### src/rtl/write_pointer_ctrl_if.sv
// write_pointer_ctrl_if: write-side FIFO pointer bus between producer/read domain (master) and write_pointer_ctrl (slave)
// w_en, G_R_address, direction : driven by master
// G_W_address, W_address, w_mem_en, full, w_ovf : driven by slave
interface write_pointer_ctrl_if #(parameter int ADDRW = 4);
  logic             w_en;
  logic [ADDRW-1:0] G_R_address;
  logic             direction;
  logic [ADDRW-1:0] G_W_address;
  logic [ADDRW-1:0] W_address;
  logic             w_mem_en;
  logic             full;
  logic             w_ovf;
  modport master (output w_en, G_R_address, direction, input G_W_address, W_address, w_mem_en, full, w_ovf);
  modport slave (input w_en, G_R_address, direction, output G_W_address, W_address, w_mem_en, full, w_ovf);
endinterface

### src/rtl/write_pointer_ctrl.sv
// write_pointer_ctrl: async-FIFO write pointer, Gray encoding, read-pointer/direction sync and full/overflow flags
// w_clk : write-domain clock
// w_rst : asynchronous active-low reset
// bus   : slave side of write_pointer_ctrl_if (w_en, G_R_address, direction in; G_W_address, W_address, w_mem_en, full, w_ovf out)
module write_pointer_ctrl #(
  parameter int DATADEPTH = 16
) (
  input logic                 w_clk,
  input logic                 w_rst,
  write_pointer_ctrl_if.slave bus
);
  localparam int ADDRW = $clog2(DATADEPTH);
  logic [ADDRW-1:0] bin_q, bin_d, gray_q, gray_d, rs1_q, rs2_q;
  logic             ds1_q, ds2_q, full_q, full_d, ovf_q, ovf_d, inc;
  // w_rst gating keeps the memory strobe low while reset is held
  always_comb begin
    inc    = bus.w_en & ~full_q & w_rst;
    bin_d  = bin_q + ADDRW'(inc);
    gray_d = bin_d ^ (bin_d >> 1);
    full_d = (gray_d == rs2_q) & ds2_q;
    ovf_d  = ovf_q | (bus.w_en & full_q);
  end
  always_ff @(posedge w_clk or negedge w_rst) begin
    if (!w_rst) begin
      bin_q  <= '0;
      gray_q <= '0;
      rs1_q  <= '0;
      rs2_q  <= '0;
      ds1_q  <= 1'b0;
      ds2_q  <= 1'b0;
      full_q <= 1'b0;
      ovf_q  <= 1'b0;
    end else begin
      bin_q  <= bin_d;
      gray_q <= gray_d;
      rs1_q  <= bus.G_R_address;
      rs2_q  <= rs1_q;
      ds1_q  <= bus.direction;
      ds2_q  <= ds1_q;
      full_q <= full_d;
      ovf_q  <= ovf_d;
    end
  end
  assign bus.W_address   = bin_q;
  assign bus.G_W_address = gray_q;
  assign bus.w_mem_en    = inc;
  assign bus.full        = full_q;
  assign bus.w_ovf       = ovf_q;
endmodule

### src/flat_wrapper.sv
// flat-port wrapper written by rule: the top's interface ports become plain ports
module write_pointer_ctrl_flat 
#(
  parameter int DATADEPTH = 16
)
  (w_clk, w_rst, bus_w_en, bus_G_R_address, bus_direction, bus_G_W_address, bus_W_address, bus_w_mem_en, bus_full, bus_w_ovf);
  write_pointer_ctrl_if #(.ADDRW(4)) bus_i ();
  input logic w_clk;
  input logic w_rst;
  input wire logic [$bits(bus_i.w_en)-1:0] bus_w_en;
  input wire logic [$bits(bus_i.G_R_address)-1:0] bus_G_R_address;
  input wire logic [$bits(bus_i.direction)-1:0] bus_direction;
  output wire logic [$bits(bus_i.G_W_address)-1:0] bus_G_W_address;
  output wire logic [$bits(bus_i.W_address)-1:0] bus_W_address;
  output wire logic [$bits(bus_i.w_mem_en)-1:0] bus_w_mem_en;
  output wire logic [$bits(bus_i.full)-1:0] bus_full;
  output wire logic [$bits(bus_i.w_ovf)-1:0] bus_w_ovf;
  assign bus_i.w_en = bus_w_en;
  assign bus_i.G_R_address = bus_G_R_address;
  assign bus_i.direction = bus_direction;
  assign bus_G_W_address = bus_i.G_W_address;
  assign bus_W_address = bus_i.W_address;
  assign bus_w_mem_en = bus_i.w_mem_en;
  assign bus_full = bus_i.full;
  assign bus_w_ovf = bus_i.w_ovf;
  write_pointer_ctrl #(.DATADEPTH(DATADEPTH)) u_core (.w_clk(w_clk), .w_rst(w_rst), .bus(bus_i));
endmodule
### config.mk
export PLATFORM = sky130hd
export DESIGN_NAME = write_pointer_ctrl_flat
export DESIGN_NICKNAME = d
export VERILOG_FILES = /design/src/rtl/write_pointer_ctrl_if.sv /design/src/rtl/write_pointer_ctrl.sv /design/src/flat_wrapper.sv
export SDC_FILE = /design/constraint.sdc
export NUM_CORES = 1
export LEC_CHECK = 0
export BUFFER_PORTS_ARGS = -buffer_cell sky130_fd_sc_hd__buf_2
export CAP_MARGIN = 20
export CORE_UTILIZATION = 51
export CTS_CLUSTER_DIAMETER = 150
export DETAILED_ROUTE_END_ITERATION = 8
export PLACE_DENSITY = 0.86
export REMOVE_ABC_BUFFERS = 1
export SETUP_SLACK_MARGIN = 0.15
export SLEW_MARGIN = 20
export SYNTH_ARGS = -nofsm -noshare
export SYNTH_HDL_FRONTEND = slang
export SYNTH_SLANG_ARGS = --single-unit
export TNS_END_PERCENT = 30
### constraint.sdc
create_clock -name w_clk -period 3 [get_ports w_clk]
set_input_delay 0.9 -clock w_clk [delete_from_list [all_inputs] [get_ports w_clk]]
set_output_delay 0.9 -clock w_clk [all_outputs]
set_load 0.1 [all_outputs]
# Word-level counts from Yosys, hierarchy flattened

Index checks and enable logic that the tools add are counted.

ROM bits: 0
Memories: 0
Flip-flop bits (word level): 20
Output and inout port bits: 11
Bits in writable memories: 0
Word-level logic and storage cells: 17
Bits in latches: 0

Multiplexer cells: 0
Reductions and logical operators: 0
Multiply operators: 0
Shift-type cells: 0
$add $sub $neg: 1
Divide/modulo/power cells: 0
Eq/ne operators: 1
Magnitude comparators: 0
Bitwise gates (word level): 7

Operator list:

| kind                 | number |
|---|---|
| adder 4 x 1 -> 4 bit | 1 |
| AND 1 bit            | 4 |
| == test 4 bit        | 1 |
| XOR 4 x 3 -> 4 bit   | 1 |
| NOT 1 bit            | 1 |
| bitwise OR 1 bit     | 1 |

# Logic depth before layout (Yosys ltp)

Gate-level depths: netlist of the first run.

Depth after elaboration: 7
Mapped depth: 7
Gate-level depth less buffers: 7

# Worst setup path before layout of the first run

Ideal clock, no wire load.

Kind: register to register
Start: register u_core.full_q, in the netlist u_core.bus.full
End: register u_core.full_q, in the netlist u_core.bus.full
Setup time: 0.080 ns
Clock period less this slack: 2.996 ns
Stages on the path, launching flop included: 8
Path slack: 0.004 ns
Path buffers: 0
Arrival time: 2.916 ns
Path through: dfrtp_1 and3b_1 ha_1 ha_1 xor2_1 xnor2_1 nand3_1 nor3_2

Cells in the longest elaborated chain, start to end: 7

RTL lines:

| element                 | line                     | text |
|---|---|---|
| from (decl)             | write_pointer_ctrl.sv:14 | `logic ds1_q, ds2_q, full_q, full_d, ovf_q, ovf_d, inc;` |
| from (signal assigned)  | write_pointer_ctrl.sv:40 | `full_q <= full_d;` |
| NOT 1 bit               | write_pointer_ctrl.sv:17 | `inc = bus.w_en & ~full_q & w_rst;` |
| AND 1 bit (2 in series) | write_pointer_ctrl.sv:17 |  |
| via bus_w_mem_en        | flat_wrapper.sv:15       | `output wire logic [$bits(bus_i.w_mem_en)-1:0] bus_w_mem_en;` |
| adder 4 x 1 -> 4 bit    | write_pointer_ctrl.sv:18 | `bin_d = bin_q + ADDRW'(inc);` |
| via u_core.bin_d[1]     | write_pointer_ctrl.sv:13 | `logic [ADDRW-1:0] bin_q, bin_d, gray_q, gray_d, rs1_q, rs2_q;` |
| XOR 4 x 3 -> 4 bit      | write_pointer_ctrl.sv:19 | `gray_d = bin_d ^ (bin_d >> 1);` |
| via u_core.gray_d[0]    | write_pointer_ctrl.sv:13 |  |
| == test 4 bit           | write_pointer_ctrl.sv:20 | `full_d = (gray_d == rs2_q) & ds2_q;` |
| AND 1 bit               | write_pointer_ctrl.sv:20 |  |
| via u_core.full_d       | write_pointer_ctrl.sv:14 |  |

The timed path passes the listed nets, and every way through them passes these cells.

# Final worst setup path of the first run

Start: input port w_rst
End: output port bus_w_mem_en

Cells in the longest elaborated chain, start to end: 1

RTL lines:

| element     | line                     | text |
|---|---|---|
| from (decl) | flat_wrapper.sv:9        | `input logic w_rst;` |
| AND 1 bit   | write_pointer_ctrl.sv:17 |  |
| to (decl)   | flat_wrapper.sv:15       |  |

Every way passes these cells.

==> run metrics, run 1 <==
DRC violations left=0; first-pass GRT wire length=1.28 mm; DPL Wire Length=641 um; number of setup buffers added after CTS=0; outcome=completed; top-level port count=19; height of the die=38.5 um; RSZ-0062 raised after global routing=no; most frequent cell after synthesis=sky130_fd_sc_hd__dfrtp_1; proportion of register bits with asynchronous set or reset after synthesis=1.00; kind of end point of the critical path=primary output; HP Start=u_core.rs1_q[1]; via count of the first global-routing pass=327; row count=12; final critical-path share of the clock period=0.772; clock sinks=19; portion of synthesized cell area occupied by the leading cell type=0.700; CTS tree=yes; die footprint=1480 um2; via count=about 370; count of unique library cells instantiated by Yosys=13; leading post-synthesis cells by instance count=19 x sky130_fd_sc_hd__dfrtp_1, 9 x sky130_fd_sc_hd__xnor2_1; reported max-cap violation count=0; global-route congestion overflow total=0; layout overhead on the synthesized area=21.9%; most used flip-flop cell after synthesis=sky130_fd_sc_hd__dfrtp_1; startpoint types=input port; cts hold-fix bufs=0; standard cell core area=1170 um2; Post-Syn Area per Cell=around 16 um2; drt initial violations=2; critical path type=input port to primary output; Antenna Violating Nets Remaining=0; post-layout instance area=828 um2; transition time of the tightest slew-check pin=0.488 ns; Hold/Removal Path Class=flip-flop to flip-flop; Diodes inserted=0; clock insertion delay at the later pin of the skew report=0.28 ns; routed length per placed instance=10.5 um; number of buffers created by CTS=3; reg-to-reg setup timing slack=roughly 1.1 ns; Max Root-Sink Buffers=2; crit path DAT=between 1 and 1.5 ns; clock period minus worst slack=2.31 ns; wire length after detailed routing=slightly above 800 um; max-slew violation total from the final report=0; placed cell areas=802 um2; detailed-routing iteration count for the pre-antenna-repair pass=2; Setup TNS Final=0 ns; CTS root buffer=sky130_fd_sc_hd__clkbuf_4; worst reg-to-reg path cell count=7; count of mapped cells out of synthesis=43; Netlist Area Pre-Place=~680 um2; CTS HTree Levels=1; Port Buffers=18; routability cong.=0.745; WHS Path Cells=0; post-synthesis sequential element count=19; via/cell ratio=4.65; nets@finish=76; worst r2r dst=u_core.bus.full; Fin Clk Skew=slightly below 0.009 ns; count of flip-flops with a built-in enable after synthesis=0; dominant cell type by area after synthesis=sky130_fd_sc_hd__dfrtp_1; pin count of the biggest net entering global routing=20; critical path required time=2.10 ns; number of antenna violations at the first check in global routing=0; GRT Overall Usage=0.130; clk slew on worst S/H paths=0.09 ns; final number of hold-violating endpoints=0; relative max-transition margin=0.677; floorplan die width=38.5 um; initial standard-cell utilization of the core=0.580; top cells by area, synth=sky130_fd_sc_hd__dfrtp_1 70%, sky130_fd_sc_hd__xnor2_1 12%, sky130_fd_sc_hd__ha_1 3.7%; warning count from the yosys run=0; achievable frequency=432 MHz; ratio of cells with drive above 1 in the final layout=0.385; CTS-repair resized insts=0; Setup Viol. Count Final=0; hold slack=~0.36 ns; worst r2r src=u_core.bus.full; maximum fanout count along the critical path=2; utilization of the core after routing=0.707; proportion of synthesized chip area in sequential cells=0.700; start point of the critical path=w_rst; hold path endpoint=u_core.rs2_q[1]
==> how the worst max path moves through the flow <==
stage,end,slack (ns),depth (start not counted)
detailed placement,u_core.bus.full,0.40,8
finish,bus_w_mem_en,0.69,3
global route,u_core.bus.full,0.62,8
CTS,bus_w_mem_en,0.68,3
floorplan,u_core.bus.full,0.004,7
global placement,u_core.bus.full,0.43,8
==> sequential cells by signal, summed over array words and instances, names as in the netlist <==
register / count
u_core.bus.W_address: 4
u_core.rs1_q: 4
u_core.rs2_q: 4
u_core.bus.G_W_address: 3
u_core.bus.full: 1
u_core.bus.w_ovf: 1
u_core.ds1_q: 1
u_core.ds2_q: 1
==> kinds of logic after synthesis <==
| group | synth area share |
|---|---|
| and+or+nand+nor | 0.0534 |
| DFF | 0.700 |
| adders and majority gates | 0.0368 |
| AOI/OAI and AO/OA | 0.0111 |
| buffers and inverters | 0.0221 |
| xor gates and xnor gates | 0.177 |
==> worst max-delay path, cell delays in order <==
cell                      delay [ns]
sky130_fd_sc_hd__buf_2          0.09
sky130_fd_sc_hd__and3b_1        0.23
sky130_fd_sc_hd__buf_12         0.19
==> cells in the final DEF (no fill, tap or decap) <==
cell	count
sky130_fd_sc_hd__nand3_1	2
sky130_fd_sc_hd__buf_4	1
sky130_fd_sc_hd__buf_2	17
sky130_fd_sc_hd__inv_1	2
sky130_fd_sc_hd__buf_12	1
sky130_fd_sc_hd__clkbuf_1	1
sky130_fd_sc_hd__clkbuf_4	3
sky130_fd_sc_hd__dfrtp_1	19
sky130_fd_sc_hd__ha_1	2
sky130_fd_sc_hd__nand2_1	2
sky130_fd_sc_hd__xnor2_2	1
sky130_fd_sc_hd__a21o_1	1
sky130_fd_sc_hd__xor2_1	1
sky130_fd_sc_hd__nor3_2	1
sky130_fd_sc_hd__xnor2_1	9
sky130_fd_sc_hd__xor2_2	1
sky130_fd_sc_hd__and3b_1	1
==> layout make-up <==
type                            instances  area, um2
Inverter                                2       7.51
Multi-Input combinational cell         21        189
Clock buffer                            4       26.3
Fill cell                              80        343
Timing Repair Buffer                   19        113
Tap cell                               14       17.5
Sequential cell                        19        475
==> per-stage QoR <==
step	setup slack [ns]	instances
final	0.685	79
after global routing	0.621	79
after CTS	0.683	79
after detailed placement	0.399	75
after global placement	0.434	75
after floorplan	0.00390	42
==> layer usage <==
layer	track usage	wire length, um	vias up
met1	0.159	366	173
met4	0.0517	4	0
met5	0	0	-
met3	0.0174	44	2
li1	-	-	176
met2	0.229	413	16
Power of run 1 is not shown: default switching activity piles up to over one toggle a cycle in this logic, so the estimate is an artifact.
==> run 2, diff against run 1 <==
--- a/config.mk
+++ b/config.mk
@@ -5,12 +5,13 @@
 export SDC_FILE = /design/constraint.sdc
 export NUM_CORES = 1
 export LEC_CHECK = 0
+export ABC_AREA = 1
 export BUFFER_PORTS_ARGS = -buffer_cell sky130_fd_sc_hd__buf_2
 export CAP_MARGIN = 20
-export CORE_UTILIZATION = 51
+export CORE_UTILIZATION = 44
 export CTS_CLUSTER_DIAMETER = 150
 export DETAILED_ROUTE_END_ITERATION = 8
-export PLACE_DENSITY = 0.86
+export PLACE_DENSITY = 0.79
 export REMOVE_ABC_BUFFERS = 1
 export SETUP_SLACK_MARGIN = 0.15
 export SLEW_MARGIN = 20
==> constraint.sdc (replaced) <==
create_clock -name w_clk -period 1.97 [get_ports w_clk]
set_input_delay 0.591 -clock w_clk [delete_from_list [all_inputs] [get_ports w_clk]]
set_output_delay 0.591 -clock w_clk [all_outputs]
set_load 0.1 [all_outputs]
==> run metrics, run 2 <==
outcome=completed; CTS tree=yes; most used flip-flop cell after synthesis=sky130_fd_sc_hd__dfrtp_1; crit path buf inv count=1 (-1); floorplan die width=42.5 um (+10%); final-layout fill cell count=134 (+68%); transition time of the tightest slew-check pin=0.485 ns (-0.00378 ns); DPL Wire Length=896 um (+40%); final critical-path share of the clock period=0.897; kind of end point of the critical path=primary output; maximum fanout count along the critical path=4 (+2); reported max-cap violation count=0 (unchanged); proportion of register bits with asynchronous set or reset after synthesis=1.00 (unchanged); Netlist Area Pre-Place=722 um2 (+6.3%); Post-Syn Area per Cell=10.5 um2 (-34%); via count of the first global-routing pass=510 (+56%); proportion of synthesized chip area in sequential cells=0.659 (-0.0412); Max Root-Sink Buffers=2 (unchanged); leading post-synthesis cells by instance count=19 x sky130_fd_sc_hd__dfrtp_1, 16 x sky130_fd_sc_hd__nand2_1, 9 x sky130_fd_sc_hd__inv_1; Antenna Violating Nets Remaining=0 (unchanged); count of flip-flops with a built-in enable after synthesis=0 (unchanged); CP top delay family=buffers and inverters; initial standard-cell utilization of the core=0.474 (-0.106); Diodes inserted=0 (unchanged); hold slack=0.279 ns (-0.0776 ns); most frequent cell after synthesis=sky130_fd_sc_hd__dfrtp_1; global-route congestion overflow total=0 (unchanged); routed length per placed instance=10.3 um (-1.6%); layout overhead on the synthesized area=26.5%; Hold/Removal Path Class=input port to async pin; area of all sequential standard cells=475 um2 (unchanged); standard cell core area=1520 um2 (+30%); largest stage delay on the critical path=0.46 ns (+0.23 ns); clock period minus worst slack=1.77 ns; height of the die=42.5 um (+10%); clock sinks=19 (unchanged); CP cell instances=buf_2; Setup TNS Final=0 ns (unchanged); achievable frequency=566 MHz; row count=14 (+2); final number of hold-violating endpoints=0 (unchanged); highest-delay cell along the critical path=sky130_fd_sc_hd__buf_2; number of buffers created by CTS=3 (unchanged); wire length after detailed routing=1.14 mm (+37%); Fin Clk Skew=0.000137 ns (-0.00852 ns); first-pass GRT wire length=2.10 mm (+64%); GRT Overall Usage=0.159 (+0.0290); Setup Viol. Count Final=0 (unchanged); top library cells by usage in the layout, fill and taps aside=19 x sky130_fd_sc_hd__dfrtp_1, 17 x sky130_fd_sc_hd__buf_2, 16 x sky130_fd_sc_hd__nand2_1, 8 x sky130_fd_sc_hd__inv_1, 8 x sky130_fd_sc_hd__nand3_1; post-layout instance area=913 um2 (+10%); portion of synthesized cell area occupied by the leading cell type=0.659 (-0.0412); total area of multi-input combinational cells=219 um2 (+16%); nets@finish=105 (+38%); RSZ-0062 raised after global routing=yes; number of antenna violations at the first check in global routing=0 (unchanged); routability cong.=0.733 (-1.7%); top cells by area, synth=sky130_fd_sc_hd__dfrtp_1 66%, sky130_fd_sc_hd__nand2_1 8.3%, sky130_fd_sc_hd__nand3_1 5.5%; Worst Setup Slack, final=0.203 ns (-0.482 ns); most common cell after layout, fill and taps aside=sky130_fd_sc_hd__dfrtp_1; post-synthesis sequential element count=19 (unchanged); critical path type=flip-flop to primary output; worst slack, placed=-0.163 ns (-0.561 ns); Port Buffers=18 (unchanged); count of mapped cells out of synthesis=69 (+60%); DRC violations left=0 (unchanged); die footprint=1810 um2 (+22%); dominant cell type by area after synthesis=sky130_fd_sc_hd__dfrtp_1; clock insertion delay at the later pin of the skew report=0.28 ns (about the same); via/cell ratio=4.95 (+6.5%); count of unique library cells instantiated by Yosys=12 (-1); placed cell areas=870 um2 (+8.4%); clk slew on worst S/H paths=0.09 ns (about the same); critical path required time=1.38 ns (-0.72 ns); relative max-transition margin=0.679 (+0.00250); startpoint types=flip-flop; CTS HTree Levels=1 (unchanged); crit path DAT=1.18 ns (-0.23 ns); top-level port count=19 (unchanged); warning count from the yosys run=0 (unchanged); max-slew violation total from the final report=0 (unchanged); via count=544 (+48%); ratio of cells with drive above 1 in the final layout=0.383 (-0.00164); drt initial violations=8 (+6); detailed-routing iteration count for the pre-antenna-repair pass=5 (+3); CTS root buffer=sky130_fd_sc_hd__clkbuf_4; pin count of the biggest net entering global routing=20 (unchanged)
-- run 2: cell count changes in the layout (fill, tap and decap cells not counted), moves of 3 or more --
cell | previous run | this run
sky130_fd_sc_hd__xnor2_1 | 9 | 0
sky130_fd_sc_hd__nor2_1 | 0 | 3
sky130_fd_sc_hd__inv_1 | 2 | 8
sky130_fd_sc_hd__nand3_1 | 2 | 8
sky130_fd_sc_hd__nand2_2 | 0 | 5
sky130_fd_sc_hd__buf_4 | 1 | 4
sky130_fd_sc_hd__nand2_1 | 2 | 16
-- run 2: area by class of cell --
cell class	instances	area share
Sequential cell	19	0.521
Multi-Input combinational cell	39	0.240
Timing Repair Buffer	22	0.148
Inverter	10	0.0411
Clock buffer	4	0.0288
Tap cell	16	0.0219
-- run 2: routing by layer --
metal,track usage,wire length [um],share of wire
met3,0.0388,68,0.060
met1,0.221,492,0.43
met5,0,0,0
met4,0.0563,0,0
met2,0.243,574,0.51
-- run 2: path summary, 6_finish.rpt --
check                                             start                   endpoint  slack, ns  cells after the start
worst max-delay path            u_core.bus.W_address[1]           bus_W_address[1]       0.20                      1
worst min-delay path                              w_rst            u_core.rs1_q[3]       0.28                      2
worst max register to register          u_core.bus.full            u_core.bus.full       0.32                     10
worst min register to register             u_core.ds1_q               u_core.ds2_q       0.35                      0
max in group asynchronous                         w_rst  u_core.bus.G_W_address[1]       1.50                      2
min in group w_clk                         u_core.ds1_q               u_core.ds2_q       0.35                      0
-- run 2: what timing repair did --
action	CTS	global route
pin swaps	0	3
hold buffers	0	0
endpoints found under the setup margin	1	1
buffers inserted	0	0
resized for setup	2	3
-- run 2: logic make-up after synthesis --
kind of cell    share of synthesized area
flops                               0.659
fa+ha+maj                          0.0347
buf+inv                            0.0624
simple gates                        0.234
compound gates                     0.0104
-- run 2: stage by stage --
step | utilization | cells
after global routing | 0.599 | 110
after global placement | 0.571 | 106
final | 0.599 | 110
after floorplan | - | 68
after CTS | 0.591 | 110
after detailed placement | 0.571 | 106
Power of run 2 is left out for the same reason.
==> run 3, diff against run 2 <==
--- a/config.mk
+++ b/config.mk
@@ -8,6 +8,7 @@
 export ABC_AREA = 1
 export BUFFER_PORTS_ARGS = -buffer_cell sky130_fd_sc_hd__buf_2
 export CAP_MARGIN = 20
+export CORE_MARGIN = 1
 export CORE_UTILIZATION = 44
 export CTS_CLUSTER_DIAMETER = 150
 export DETAILED_ROUTE_END_ITERATION = 8
@@ -18,4 +19,4 @@
 export SYNTH_ARGS = -nofsm -noshare
 export SYNTH_HDL_FRONTEND = slang
 export SYNTH_SLANG_ARGS = --single-unit
-export TNS_END_PERCENT = 30
+export TNS_END_PERCENT = 50
==> constraint.sdc (replaced) <==
create_clock -name w_clk -period 1.97 [get_ports w_clk]
set_input_delay 0.197 -clock w_clk [delete_from_list [all_inputs] [get_ports w_clk]]
set_output_delay 0.197 -clock w_clk [all_outputs]
set_load 0.1 [all_outputs]
==> run metrics, run 3 (synthesized netlist as in run 2, its figures left out) <==
Fin Clk Skew=0.00805 ns (+0.00792 ns); floorplan die width=42.5 um (unchanged); Port Buffers=18 (unchanged); layout overhead on the synthesized area=29.6%; relative max-transition margin=0.679 (about the same); wire length after detailed routing=1.34 mm (+18%); CTS root buffer=sky130_fd_sc_hd__clkbuf_4; crit path DAT=1.85 ns (+0.67 ns); number of buffers created by CTS=3 (unchanged); top-level port count=19 (unchanged); die footprint=1810 um2 (unchanged); critical path type=flip-flop to flip-flop; clock insertion delay at the later pin of the skew report=0.29 ns (about the same); Worst Setup Slack, final=0.322 ns (+0.119 ns); worst r2r src=u_core.bus.full; outcome=completed; highest-delay cell along the critical path=sky130_fd_sc_hd__dfrtp_1; most common cell after layout, fill and taps aside=sky130_fd_sc_hd__dfrtp_1; cell type with the highest occurrence count on the critical path=sky130_fd_sc_hd__nand2_1; number of antenna violations at the first check in global routing=0 (unchanged); utilization of the core after routing=0.614 (+0.0148); clock sinks=19 (unchanged); via/cell ratio=4.88 (-1.4%); kind of end point of the critical path=flip-flop; ratio of cells with drive above 1 in the final layout=0.361 (-0.0222); standard cell core area=1520 um2 (unchanged); count of cell instances traversed by the critical path=12 (+11); Diodes inserted=0 (unchanged); startpoint types=flip-flop; final number of hold-violating endpoints=0 (unchanged); GRT Overall Usage=0.170 (+0.0116); CTS tree=yes; reg-to-reg setup timing slack=0.32 ns (about the same); max-slew violation total from the final report=0 (unchanged); first-pass GRT wire length=2.16 mm (+3.0%); Setup Viol. Count Final=0 (unchanged); via count=551 (+1.3%); Hold/Removal Path Class=input port to flip-flop; largest stage delay on the critical path=0.43 ns (-0.03 ns); RSZ-0062 raised after global routing=no; maximum fanout count along the critical path=4 (unchanged); reported max-cap violation count=0 (unchanged); height of the die=42.5 um (unchanged); pin count of the biggest net entering global routing=20 (unchanged); achievable frequency=607 MHz (+7.3%); worst slack, placed=0.228 ns (+0.390 ns); worst r2r dst=u_core.bus.full; routability cong.=0.712 (-2.9%); routed length per placed instance=11.9 um (+15%); CP top delay family=simple AND/OR/NAND/NOR gates; via count of the first global-routing pass=502 (-1.6%); nets@finish=108 (+2.9%); last element of the critical path=u_core.bus.full; Antenna Violating Nets Remaining=0 (unchanged); global-route congestion overflow total=0 (unchanged); DPL Wire Length=885 um (-1.2%); transition time of the tightest slew-check pin=0.484 ns (-0.000263 ns); final critical-path share of the clock period=0.836 (-0.0606); row count=14 (unchanged); start point of the critical path=u_core.bus.full; DRC violations left=0 (unchanged); clock period minus worst slack=1.65 ns (-0.119 ns); critical path required time=2.17 ns (+0.79 ns); initial standard-cell utilization of the core=0.474 (unchanged); top library cells by usage in the layout, fill and taps aside=19 x sky130_fd_sc_hd__dfrtp_1, 18 x sky130_fd_sc_hd__buf_2, 16 x sky130_fd_sc_hd__nand2_1, 8 x sky130_fd_sc_hd__inv_1, 8 x sky130_fd_sc_hd__nand3_1; detailed-routing iteration count for the pre-antenna-repair pass=4 (-1); worst reg-to-reg path cell count=12 (+2); crit path buf inv count=2 (+1); CTS HTree Levels=1 (unchanged); clk slew on worst S/H paths=0.11 ns (+0.02 ns); CP cell instances=nor2_2, ha_2, ha_4, inv_1, nand2_2, nand2_2, inv_2, nand3_2, nand2_1, nand2_1, nand2_1, nor2_1; drt initial violations=9 (+1); Max Root-Sink Buffers=2 (unchanged)
## run 3: cell count changes in the layout (fill, tap and decap cells not counted), sizes merged
| cell | previous run | this run |
|---|---|---|
| buf | 22 | 20 |
| dlygate4sd3 | 0 | 5 |
## run 3: worst min-delay path by stage
stage,startpoint,to,slack (ns),cells after the start
5_1_grt,bus_G_R_address[3],u_core.rs1_q[3],0.001,1
3_3_place_gp,w_rst,u_core.rs1_q[2],0.20,2
2_1_floorplan,w_rst,u_core.bus.G_W_address[0],-0.1,0
3_5_place_dp,w_rst,u_core.rs2_q[1],0.20,2
6_report,bus_G_R_address[3],u_core.rs1_q[3],0.02,1
4_1_cts,bus_G_R_address[0],u_core.rs1_q[0],0.003,1
## run 3: repair_timing
action	4_1_cts	5_1_grt
buffers inserted	0	1
hold endpoints to repair	19	4
endpoints found under the setup margin	0	1
resized for setup	0	6
hold buffers	1	4
## run 3: routing by layer
layer / vias up / global-route usage / wire length (um) / share of wire
met5: - / 0 / 0 / 0
met4: 0 / 0.0750 / 8 / 0.0060
met3: 2 / 0.0388 / 58 / 0.043
met2: 18 / 0.280 / 696 / 0.52
met1: 259 / 0.215 / 579 / 0.43
li1: 272 / - / - / -
## run 3: final cells by class
cell class,count,area [um2]
multi-input combinational,39,221
sequential,19,475
tap,16,20.0
clock buffer,4,26.3
inverter,10,37.5
fill,131,588
timing repair buffer,25,155
## run 3: stage by stage
step | std cells | hold slack [ns] | TNS [ns] | instance area [um2]
final | 113 | 0.0236 | 0 | 936
after global routing | 113 | 0.00126 | 0 | 936
after CTS | 108 | 0.00275 | 0 | 868
after detailed placement | 103 | 0.204 | 0 | 832
after global placement | 103 | 0.196 | 0 | 832
after floorplan | 68 | -0.0986 | -9.72 | 714
Power of run 3 is left out for the same reason.
